$ cat src/rtl/serial_tx.sv
// ---------------------------------------------------------------------------
// serial_tx
// Pulls bytes from an upstream queue and shifts them out as asynchronous
// serial frames: one start bit (0), eight data bits LSB first, an optional
// even-parity bit, and one stop bit (1). Each bit lasts CLK_DIV clocks.
// After the stop bit a single GAP cycle pulses tx_done_out and lets the
// upstream queue occupancy settle before the next launch decision.
//
// Parameters
//   CLK_DIV    clocks per serial bit (2..255)
//   PARITY_EN  1 inserts an even-parity bit after the data bits, 0 omits it
//
// Ports
//   clock             system clock, rising edge
//   reset             asynchronous, active-high reset
//   len_in            upstream queue occupancy (0 = empty)
//   data_in           upstream queue head byte, valid when len_in != 0
//   tx_ready_in       downstream can accept a new frame
//   dequeue_out       one-cycle pop pulse to the upstream queue
//   serial_out        serial line, idles high
//   frame_active_out  high from the start bit through the last stop cycle
//   tx_done_out       one-cycle pulse when a frame completes
//   sent_count_out    number of completed frames, modulo 256
// ---------------------------------------------------------------------------
module serial_tx #(
   parameter int CLK_DIV   = 10,
   parameter int PARITY_EN = 1
) (
   input  logic       clock,
   input  logic       reset,
   input  logic [3:0] len_in,
   input  logic [7:0] data_in,
   input  logic       tx_ready_in,
   output logic       dequeue_out,
   output logic       serial_out,
   output logic       frame_active_out,
   output logic       tx_done_out,
   output logic [7:0] sent_count_out
);

   typedef enum logic [2:0] {
      IDLE,
      START,
      DATA,
      PARITY,
      STOP,
      GAP
   } state_t;

   // The divider counts down from CLK_DIV-1 to 0, so a bit spans CLK_DIV edges.
   localparam logic [7:0] DIV_RELOAD = 8'(CLK_DIV - 1);
   localparam bit         HAS_PARITY = (PARITY_EN != 0);

   state_t     state_q;
   logic [7:0] shift_q;
   logic [7:0] divCnt_q;
   logic [2:0] bitCnt_q;
   logic       parity_q;
   logic       serial_q;
   logic       dequeue_q;
   logic       frameActive_q;
   logic       txDone_q;
   logic [7:0] sentCount_q;

   // Next values of the two flags that gate most transitions.
   logic       launch_d;
   logic       bitEnd_d;

   // A launch needs a non-empty queue and a willing downstream; bit
   // boundaries fall on the edge where the divider has run down to zero.
   always_comb begin
      launch_d = (len_in != 4'd0) && tx_ready_in;
      bitEnd_d = (divCnt_q == 8'd0);
   end

   // Frame sequencer. All outputs are registered here so the serial line and
   // handshake pulses change only on clock edges (or immediately on reset).
   // The parity bit is computed once from the captured byte at launch, so it
   // never depends on how far the shift register has advanced.
   always_ff @(posedge clock or posedge reset) begin
      if (reset) begin
         state_q       <= IDLE;
         shift_q       <= 8'h00;
         divCnt_q      <= 8'd0;
         bitCnt_q      <= 3'd0;
         parity_q      <= 1'b0;
         serial_q      <= 1'b1;
         dequeue_q     <= 1'b0;
         frameActive_q <= 1'b0;
         txDone_q      <= 1'b0;
         sentCount_q   <= 8'd0;
      end else begin
         dequeue_q <= 1'b0;
         txDone_q  <= 1'b0;
         unique case (state_q)
            IDLE: begin
               serial_q      <= 1'b1;
               frameActive_q <= 1'b0;
               if (launch_d) begin
                  shift_q       <= data_in;
                  parity_q      <= ^data_in;
                  dequeue_q     <= 1'b1;
                  serial_q      <= 1'b0;
                  frameActive_q <= 1'b1;
                  divCnt_q      <= DIV_RELOAD;
                  bitCnt_q      <= 3'd0;
                  state_q       <= START;
               end
            end

            START: begin
               if (bitEnd_d) begin
                  divCnt_q <= DIV_RELOAD;
                  bitCnt_q <= 3'd0;
                  serial_q <= shift_q[0];
                  state_q  <= DATA;
               end else begin
                  divCnt_q <= divCnt_q - 8'd1;
               end
            end

            // The bit on the line is always shift_q[0]; the next one to send
            // is therefore shift_q[1] at the moment of the shift.
            DATA: begin
               if (bitEnd_d) begin
                  divCnt_q <= DIV_RELOAD;
                  if (bitCnt_q == 3'd7) begin
                     if (HAS_PARITY) begin
                        serial_q <= parity_q;
                        state_q  <= PARITY;
                     end else begin
                        serial_q <= 1'b1;
                        state_q  <= STOP;
                     end
                  end else begin
                     bitCnt_q <= bitCnt_q + 3'd1;
                     shift_q  <= {1'b0, shift_q[7:1]};
                     serial_q <= shift_q[1];
                  end
               end else begin
                  divCnt_q <= divCnt_q - 8'd1;
               end
            end

            PARITY: begin
               if (bitEnd_d) begin
                  divCnt_q <= DIV_RELOAD;
                  serial_q <= 1'b1;
                  state_q  <= STOP;
               end else begin
                  divCnt_q <= divCnt_q - 8'd1;
               end
            end

            STOP: begin
               if (bitEnd_d) begin
                  divCnt_q      <= 8'd0;
                  serial_q      <= 1'b1;
                  frameActive_q <= 1'b0;
                  txDone_q      <= 1'b1;
                  sentCount_q   <= sentCount_q + 8'd1;
                  state_q       <= GAP;
               end else begin
                  divCnt_q <= divCnt_q - 8'd1;
               end
            end

            // One dead cycle so the queue occupancy reflects the last pop.
            GAP: begin
               serial_q <= 1'b1;
               state_q  <= IDLE;
            end

            default: begin
               serial_q      <= 1'b1;
               frameActive_q <= 1'b0;
               state_q       <= IDLE;
            end
         endcase
      end
   end

   assign dequeue_out      = dequeue_q;
   assign serial_out       = serial_q;
   assign frame_active_out = frameActive_q;
   assign tx_done_out      = txDone_q;
   assign sent_count_out   = sentCount_q;

endmodule

$ cat config.mk
export PLATFORM = sky130hd
export DESIGN_NAME = serial_tx
export DESIGN_NICKNAME = d
export VERILOG_FILES = /design/src/rtl/serial_tx.sv
export SDC_FILE = /design/constraint.sdc
export NUM_CORES = 1
export LEC_CHECK = 0
export CORE_ASPECT_RATIO = 1.5
export CORE_MARGIN = 4
export CORE_UTILIZATION = 55
export CTS_BUF_LIST = sky130_fd_sc_hd__clkbuf_8
export DETAILED_ROUTE_END_ITERATION = 16
export PLACE_DENSITY = 0.88
export SETUP_SLACK_MARGIN = 0.05
export SYNTH_ARGS = -nofsm -noshare
export SYNTH_HDL_FRONTEND = slang
export SYNTH_SLANG_ARGS = --single-unit
$ cat constraint.sdc
create_clock -name clock -period 2.9 [get_ports clock]
set_input_delay 0.29 -clock clock [delete_from_list [all_inputs] [get_ports clock]]
set_output_delay 0.29 -clock clock [all_outputs]
set_load 0.1 [all_outputs]
=== After elaboration in Yosys (flattened, before gate mapping) ===
Index checks and enable logic that the tools add are counted.

* Register bits after elaboration: 35
* Bits of input ports: 15

* Add/sub/neg operators: 3
* Equal/unequal tests: 14
* Muxes and demuxes: 32
* Bitwise operators: 1
* Reductions and logical operators: 19

{| class="wikitable"
|+ Operator list
! cell !! count
|-
| 8-bit 2-to-1 mux || 6
|-
| 3-bit 2-to-1 mux || 10
|-
| 8-bit one-hot mux with 3 select lines || 1
|-
| 8-bit one-hot mux with 2 select lines || 1
|-
| 3-bit one-hot mux with 5 select lines || 1
|-
| 2-bit != test, second input constant || 7
|-
| 1-bit 2-to-1 mux || 10
|-
| 3-bit == test, second input constant || 3
|-
| 3-bit one-hot mux with 3 select lines || 1
|-
| 8-bit by 1-bit adder with 8-bit output, second input constant || 1
|-
| 8-bit zero test || 1
|-
| 2-bit AND reduction || 4
|-
| 8-bit XOR reduction || 1
|-
| 8-bit by 1-bit subtractor with 8-bit output, second input constant || 1
|-
| 3-bit by 2-bit == test with 1-bit output, second input constant || 2
|-
| 6-bit AND reduction || 1
|-
| 3-bit nonzero test || 2
|-
| 5-bit AND reduction || 1
|-
| 1-bit one-hot mux with 4 select lines || 1
|-
| 4-bit AND reduction || 1
|-
| 4-bit nonzero test || 1
|-
| 4-bit OR reduction || 1
|-
| 3-bit by 1-bit adder with 3-bit output, second input constant || 1
|-
| 3-bit by 1-bit == test with 1-bit output, second input constant || 1
|-
| other kinds (9) || 9
|}

=== Longest topological paths before layout ===
Gate-level depths: netlist (run 1).

* Depth in word-level cells: 4
* Depth in mapped cells: 7
* Mapped depth without buffers: 6

=== Worst setup path after synthesis (run 1) ===
No wires, ideal clock.

* Kind: register to register
* From: register bitCnt_q[0]
* To: register bitCnt_q[0]
* Arrival: 1.954 ns
* Required time: 2.775 ns
* Slack: 0.821 ns
* Stages on the path, launching flop included: 7
* Buffers on the path: 0
* Clock period less this slack: 2.079 ns
* Cells stage by stage: dfrtp_1 ha_1 ha_1 or3b_2 a2111oi_4 nor2_2 mux2_4

* Word-level cells in the longest chain between the ends: 4
* Elaborated cells between the ends (all ways): 7
* Classes of those cells: 1 x add/sub; 2 x eq/ne; 3 x mux; 1 x reduce/logical

{| class="wikitable"
|+ Ends and longest elaborated chain
! what !! line !! text
|-
| start: declaration || 57 || <nowiki>logic [2:0] bitCnt_q;</nowiki>
|-
| start signal: assignment || 136 || <nowiki>bitCnt_q <= bitCnt_q + 3'd1;</nowiki>
|-
| 3-bit by 1-bit adder with 3-bit output || 136 ||
|-
| 3-bit 2-to-1 mux || 127 || <nowiki>if (bitCnt_q == 3'd7) begin</nowiki>
|-
| 3-bit 2-to-1 mux || 125 || <nowiki>if (bitEnd_d) begin</nowiki>
|-
| 3-bit one-hot mux with 3 select lines || 95 || <nowiki>unique case (state_q)</nowiki>
|}

Several ways; a longest one is shown, not always the timed one. The select of a mux whose other input is x is not followed.
A chain may end at the register's enable or synchronous reset.

=== Worst setup path after layout (run 1) ===
Ends and elaborated chain as after synthesis.

==> impl_metrics.toml, run 1 <==
[yosys]
synth_fp_nets = 207
synthFlopType = "dfrtp_1"
synth_fa_ha_area_frac = 0.0260
synth_xor_area_frac = 0.0683
synth_area_leaders = "dfrtp_1, xnor2_1, o21ai_0, a2bb2oi_1, or3_1"
synth_top_area_share = 0.442
syn_area_um2 = 1920
ys_types = 48
synth_top_area_cell = "dfrtp_1"
synthArstFlopShare = 1.00
yosys.cell_count.top_type = "dfrtp_1"
synth-simple-area-share = 0.181
synth_top_family_by_area = "compound AO/OA/AOI/OAI gates"
avgSynthCellArea_um2 = 10.2
synth_compound_area_frac = 0.192
yosysSeqAreaShare = 0.456
yosys_warnings = 0
muxShareOfSynthArea = 0.0351
ys_top_cells_by_count = "dfrtp_1, o21ai_0, xnor2_1"
syn_inst = 188
ys_ff_latch = 35
synth_edf_count = 0

[critical_path]
worst-path-buf-inv = 0
cp-end-kind = "flip-flop"
cp_data_required_time_ns = 3.08
crit_chain = "ha_1, ha_1, or3b_2, a2111oi_4, nor2_2, mux2_4"
cp-start-kind = "flip-flop"
ff2ff_path_depth = 6
max_stage_delay_ns = 0.52
startpoint = "bitCnt_q[0]$_DFFE_PP0P_"
crit_family = "simple AND/OR/NAND/NOR gates"
endpoint = "bitCnt_q[0]$_DFFE_PP0P_"
cp_slowest_cell = "or3b_2"
crit_type = "reg2reg"
r2r_slack_ns = 0.57
rr_endpoint = "bitCnt_q[0]$_DFFE_PP0P_"
worstSetupPathDepth = 6
critPathMaxFanout = 11
crit_top_cell = "ha_1"
arrival_ns = 2.51
crit-reg2reg-launch = "bitCnt_q[0]$_DFFE_PP0P_"

[final_layout]
drive_gt1_frac = 0.189
antenna_cells = 0
fin_nets = 235
multi_input_comb_area_um2 = 967
regArea_um2 = 877
area_growth_pct = 18.5
num-fill-cells = 262

[global_route]
grt_pass1_vias = 1509
grt_use_total = 0.191
overflow = 0
antenna_found_initial = 0
grt_max_degree = 36
grt_pass1_wl_um = 6870

[place]
routabilityCongestion = 0.769
dp.final_hpwl_um = 2910
numPortBuffers = 26

[job]
maxCapViolCount = 0

[power_and_ir_drop]
peakVddDrop_mv = 0.536
power_leakage_nw = 0.986
power_density_nw_per_um2 = 808

[timing]
finalCriticalPeriod_ns = 2.33
slew_violations = 0
whs_ns = 0.395
fin_tns_setup_ns = 0
slew_headroom = 0.328
hold_violations = 0
fmax_mhz = 428
min_period_over_period = 0.805
finClkSkew_ns = 0.0103
rsz0062_at_grt = "no"
setup_viol = 0
worstMarginPinSlew_ns = 1.01

[drt]
postRouteAntennaNets = 0
via_per_inst = 5.91
wl_um = 3950
remaining_drc_errors = 0
first_pass_iters = 4
wl_per_cell_um = 15.3
initialDrtViolationCount = 51
vias = 1530

[clock_network]
h-tree-depth = 2
cts_num_sinks = 35
cts-resized-gates = 0
cts_made_buffers = 5
clk_pin_slew_ns = 0.07
ctsHoldBuffers = 0
cts_setup_buffers = 0
clockBufferDepth = 2
cts_tree = "built"
cts_root_buf = "clkbuf_8"
clkLatencyLatePin_ns = 0.29

[die]
rows = 26
core_area_um2 = 3380
initial_utilization = 0.569
die_h_um = 80.4
die_area_um2 = 4530
fp.dieW_um = 56.3
ios = 27

[hold_path]
hp-class = "in2async"

[outcome]
status = "completed"
-- placed cells by master, fill, tap and decap left out, drive strengths merged, types with 2 or more instances in the layout --
cell / Yosys / layout
nand3: 4 / 4
nor3b: 2 / 2
xnor2: 14 / 14
nand4: 5 / 5
a21o: 2 / 2
o41ai: 3 / 3
clkdlybuf4s50: 0 / 14
mux2i: 3 / 3
nor4b: 2 / 2
a2bb2oi: 7 / 7
a21oi: 9 / 9
o21ai: 14 / 14
or3: 9 / 9
ha: 4 / 4
nor2: 10 / 10
nor3: 5 / 5
dfrtp: 34 / 34
inv: 10 / 11
or2: 3 / 3
and3: 2 / 2
or3b: 3 / 3
a31oi: 5 / 5
buf: 6 / 16
nand2: 8 / 8
o22ai: 2 / 2
clkbuf: 3 / 5
a211oi: 3 / 3
mux2: 3 / 3
nand2b: 2 / 2
o211ai: 2 / 2
-- where the power goes --
part	total, W	internal [W]	switching [W]
sequential	0.000824	0.000654	0.000170
combinational	0.000685	0.000296	0.000389
clock	0.000333	0.000164	0.000169
-- flip-flops by register name (all words and copies together), names as in the netlist --
signal / count
parity_q: 1
tx_done_out: 1
serial_out: 1
state_q: 3
sent_count_out: 8
divCnt_q: 8
dequeue_out: 1
bitCnt_q: 3
shift_q: 8
frame_active_out: 1
-- metrics by stage --
step / cells / utilization / power (W) / area, um2 / setup WS [ns]
6_report: 259 / 0.674 / 0.00184 / 2280 / 0.566
4_1_cts: 259 / 0.674 / 0.00185 / 2280 / 0.556
3_3_place_gp: 251 / 0.649 / 0.00148 / 2190 / 0.639
5_1_grt: 259 / 0.674 / 0.00198 / 2280 / 0.465
3_5_place_dp: 251 / 0.649 / 0.00151 / 2190 / 0.569
2_1_floorplan: 188 / - / 0.00135 / 1920 / 0.821
-- tightest hold or removal path: stages --
cell and delay (ns):
clkdlybuf4s50_1 0.39, inv_1 0.05, buf_4 0.38
-- how the worst min path moves through the flow --
| stage | startpoint | depth (start not counted) | end | slack [ns] |
|---|---|---|---|---|
| final | reset | 3 | bitCnt_q[0]$_DFFE_PP0P_ | 0.40 |
| after detailed placement | sent_count_out[7]$_DFFE_PP0P_ | 1 | sent_count_out[7]$_DFFE_PP0P_ | 0.47 |
| after floorplan | data_in[7] | 2 | shift_q[7]$_DFFE_PP0P_ | 0.41 |
| after CTS | reset | 3 | bitCnt_q[0]$_DFFE_PP0P_ | 0.40 |
| after global placement | sent_count_out[7]$_DFFE_PP0P_ | 1 | sent_count_out[7]$_DFFE_PP0P_ | 0.47 |
| after global routing | reset | 3 | shift_q[5]$_DFFE_PP0P_ | 0.46 |
-- metal layers --
| layer | share of wire | global-route usage | wire, um | vias to the layer above |
|---|---|---|---|---|
| li1 | - | - | - | 739 |
| met1 | 0.41 | 0.215 | 1610 | 756 |
| met2 | 0.55 | 0.349 | 2160 | 28 |
| met3 | 0.032 | 0.0386 | 125 | 7 |
| met4 | 0.015 | 0.0784 | 61 | 0 |
| met5 | 0 | 0 | 0 | - |
-- cell type report --
| class | instances | share of cell area |
|---|---|---|
| clock buffer | 5 | 0.0302 |
| clock inverter | 3 | 0.00714 |
| inverter | 10 | 0.0165 |
| multi-input combinational | 134 | 0.424 |
| sequential | 35 | 0.385 |
| tap | 42 | 0.0231 |
| timing repair buffer | 30 | 0.114 |
-- cell families after synthesis --
kind of cell | count (synthesis)
AND/OR/NAND/NOR | 58
AO/OA/AOI/OAI | 51
flip-flops | 35
buffers and inverters | 19
XOR/XNOR | 15
multiplexers | 6
adder cells (fa/ha/maj) | 4
(Power assumes the default switching activity.)
==> run 2, diff against run 1 <==
--- a/config.mk
+++ b/config.mk
@@ -7,10 +7,10 @@
 export LEC_CHECK = 0
 export CORE_ASPECT_RATIO = 1.5
 export CORE_MARGIN = 4
-export CORE_UTILIZATION = 55
+export CORE_UTILIZATION = 51
 export CTS_BUF_LIST = sky130_fd_sc_hd__clkbuf_8
 export DETAILED_ROUTE_END_ITERATION = 16
-export PLACE_DENSITY = 0.88
+export PLACE_DENSITY = 0.86
 export SETUP_SLACK_MARGIN = 0.05
 export SYNTH_ARGS = -nofsm -noshare
 export SYNTH_HDL_FRONTEND = slang
==> constraint.sdc (replaced) <==
create_clock -name clock -period 1.9 [get_ports clock]
set_input_delay 0.19 -clock clock [delete_from_list [all_inputs] [get_ports clock]]
set_output_delay 0.19 -clock clock [all_outputs]
set_load 0.1 [all_outputs]
==> impl_metrics.toml, run 2 (same netlist as run 1, synthesis figures left out) <==
[critical_path]
cp-end-kind = "flip-flop"
max_stage_delay_ns = 0.38
critPathMaxFanout = 2
ff2ff_path_depth = 6
r2r_slack_ns = -0.01
arrival_ns = 2.09
crit-reg2reg-launch = "bitCnt_q[0]$_DFFE_PP0P_"
cp_slowest_cell = "dfrtp_1"
crit_chain = "ha_2, ha_4, or3b_4, a2111oi_4, nor2_2, mux2_4"
cp-start-kind = "flip-flop"
crit_type = "reg2reg"
rr_endpoint = "bitCnt_q[0]$_DFFE_PP0P_"
worstSetupPathDepth = 6
cp_data_required_time_ns = 2.08
worst-path-buf-inv = 0
crit_family = "simple AND/OR/NAND/NOR gates"

[global_route]
antenna_found_initial = 0
grt_max_degree = 36
grt_pass1_vias = 1734
met1_usage = 0.218
top_usage_layer = "met2"
use_met2 = 0.365
overflow = 0
met3_usage = 0.0482
grt_pass1_wl_um = 7710
grt_use_total = 0.206

[final_layout]
finalInstanceArea_um2 = 2670
multi_input_comb_area_um2 = 1050
area_growth_pct = 38.6
num-fill-cells = 247
regArea_um2 = 878
final_common_cell = "buf_4"
antenna_cells = 0
drive_gt1_frac = 0.352
fin_nets = 268
fin_cells = 293
final_cell_mix = "buf_4, dfrtp_1, xnor2_1, clkdlybuf4s50_1, o21ai_0"

[drt]
initialDrtViolationCount = 78
postRouteAntennaNets = 0
wl_per_cell_um = 16.0
wl_um = 4680
via_per_inst = 5.95
first_pass_iters = 5
vias = 1743
remaining_drc_errors = 0

[timing]
hold_violations = 0
worstMarginPinSlew_ns = 0.436
slew_violations = 0
finClkSkew_ns = 0.0140
setup_viol = 1
finalCriticalPeriod_ns = 1.91
whs_ns = 0.291
slew_headroom = 0.707
fmax_mhz = 523
rsz0062_at_grt = "yes"
min_period_over_period = 1.01
setup_ws_ns = -0.0108
fin_tns_setup_ns = -0.0108

[clock_network]
cts_made_buffers = 5
cts_tree = "built"
h-tree-depth = 2
clockBufferDepth = 2
cts_root_buf = "clkbuf_8"
clk_pin_slew_ns = 0.08
clkLatencyLatePin_ns = 0.30
cts_num_sinks = 35

[outcome]
violations = "negative setup slack"
status = "finished, violations left"

[die]
core_area_um2 = 3650
initial_utilization = 0.527
fp.dieW_um = 58.2
die_h_um = 83.2
die_area_um2 = 4840
rows = 27
ios = 27

[power_and_ir_drop]
total_power_w = 0.00350
peakVddDrop_mv = 1.04
power_density_nw_per_um2 = 1310
power_leakage_nw = 1.19

[place]
numPortBuffers = 26
dp.final_hpwl_um = 3190
dp.cells = 277
dpl_cell_area_um2 = 2410
routabilityCongestion = 0.853

[hold_path]
hp-class = "in2async"

[job]
maxCapViolCount = 0
## run 2: changes by cell type in the layout (fill, tap and decap cells not counted), sizes merged
cell	delta
buf	+33
bufinv	+1
clkbuf	+1
clkinv	-1
clkinvlp	-1
## run 2: how the worst max path moves through the flow
stage                             from                             to  slack [ns]
2_1_floorplan  divCnt_q[1]$_DFFE_PP0P_        bitCnt_q[0]$_DFFE_PP0P_       -0.05
3_3_place_gp   bitCnt_q[0]$_DFFE_PP0P_        bitCnt_q[0]$_DFFE_PP0P_       -0.03
3_5_place_dp   bitCnt_q[0]$_DFFE_PP0P_        bitCnt_q[0]$_DFFE_PP0P_       -0.06
4_1_cts        bitCnt_q[0]$_DFFE_PP0P_        bitCnt_q[0]$_DFFE_PP0P_      -0.004
5_1_grt        divCnt_q[1]$_DFFE_PP0P_  sent_count_out[7]$_DFFE_PP0P_       -0.08
6_report       bitCnt_q[0]$_DFFE_PP0P_        bitCnt_q[0]$_DFFE_PP0P_       -0.01
## run 2: power by group
part	leakage, nW	switching, W	internal (W)
Clock	0.0618	0.000284	0.000431
Sequential	0.438	0.000213	0.00100
Combinational	0.689	0.000807	0.000769
## run 2: stage by stage
| step | util | setup WS [ns] |
|---|---|---|
| 2_1_floorplan | - | -0.0470 |
| 3_3_place_gp | 0.660 | -0.0289 |
| 3_5_place_dp | 0.660 | -0.0613 |
| 4_1_cts | 0.709 | -0.00382 |
| 5_1_grt | 0.731 | -0.0827 |
| 6_report | 0.731 | -0.0108 |
## run 2: area by class of cell
type                    count  area share
clock inverters             2      0.0145
flip-flops and latches     35       0.329
multi-input cells         134       0.393
inverters                  10      0.0141
well taps                  43      0.0202
repair buffers             63       0.198
clock buffers               6      0.0310
## run 2: worst register-to-register path: stages (launching register included)
cell,delay (ns)
dfrtp_1,0.38
ha_2,0.19
ha_4,0.15
or3b_4,0.37
a2111oi_4,0.31
nor2_2,0.09
mux2_4,0.30
## run 2: layer usage
metal | part of all wire | routed length, um
met5 | 0 | 0
met4 | 0.020 | 94
met3 | 0.044 | 206
met2 | 0.56 | 2610
met1 | 0.38 | 1770
## run 2: what timing repair did
action | 4_1_cts | 5_1_grt
hold buffers | 0 | 0
resized for setup | 8 | 14
endpoints found under the setup margin | 12 | 27
pin swaps | 4 | 6
cloned | 0 | 1
buffers inserted | 3 | 4
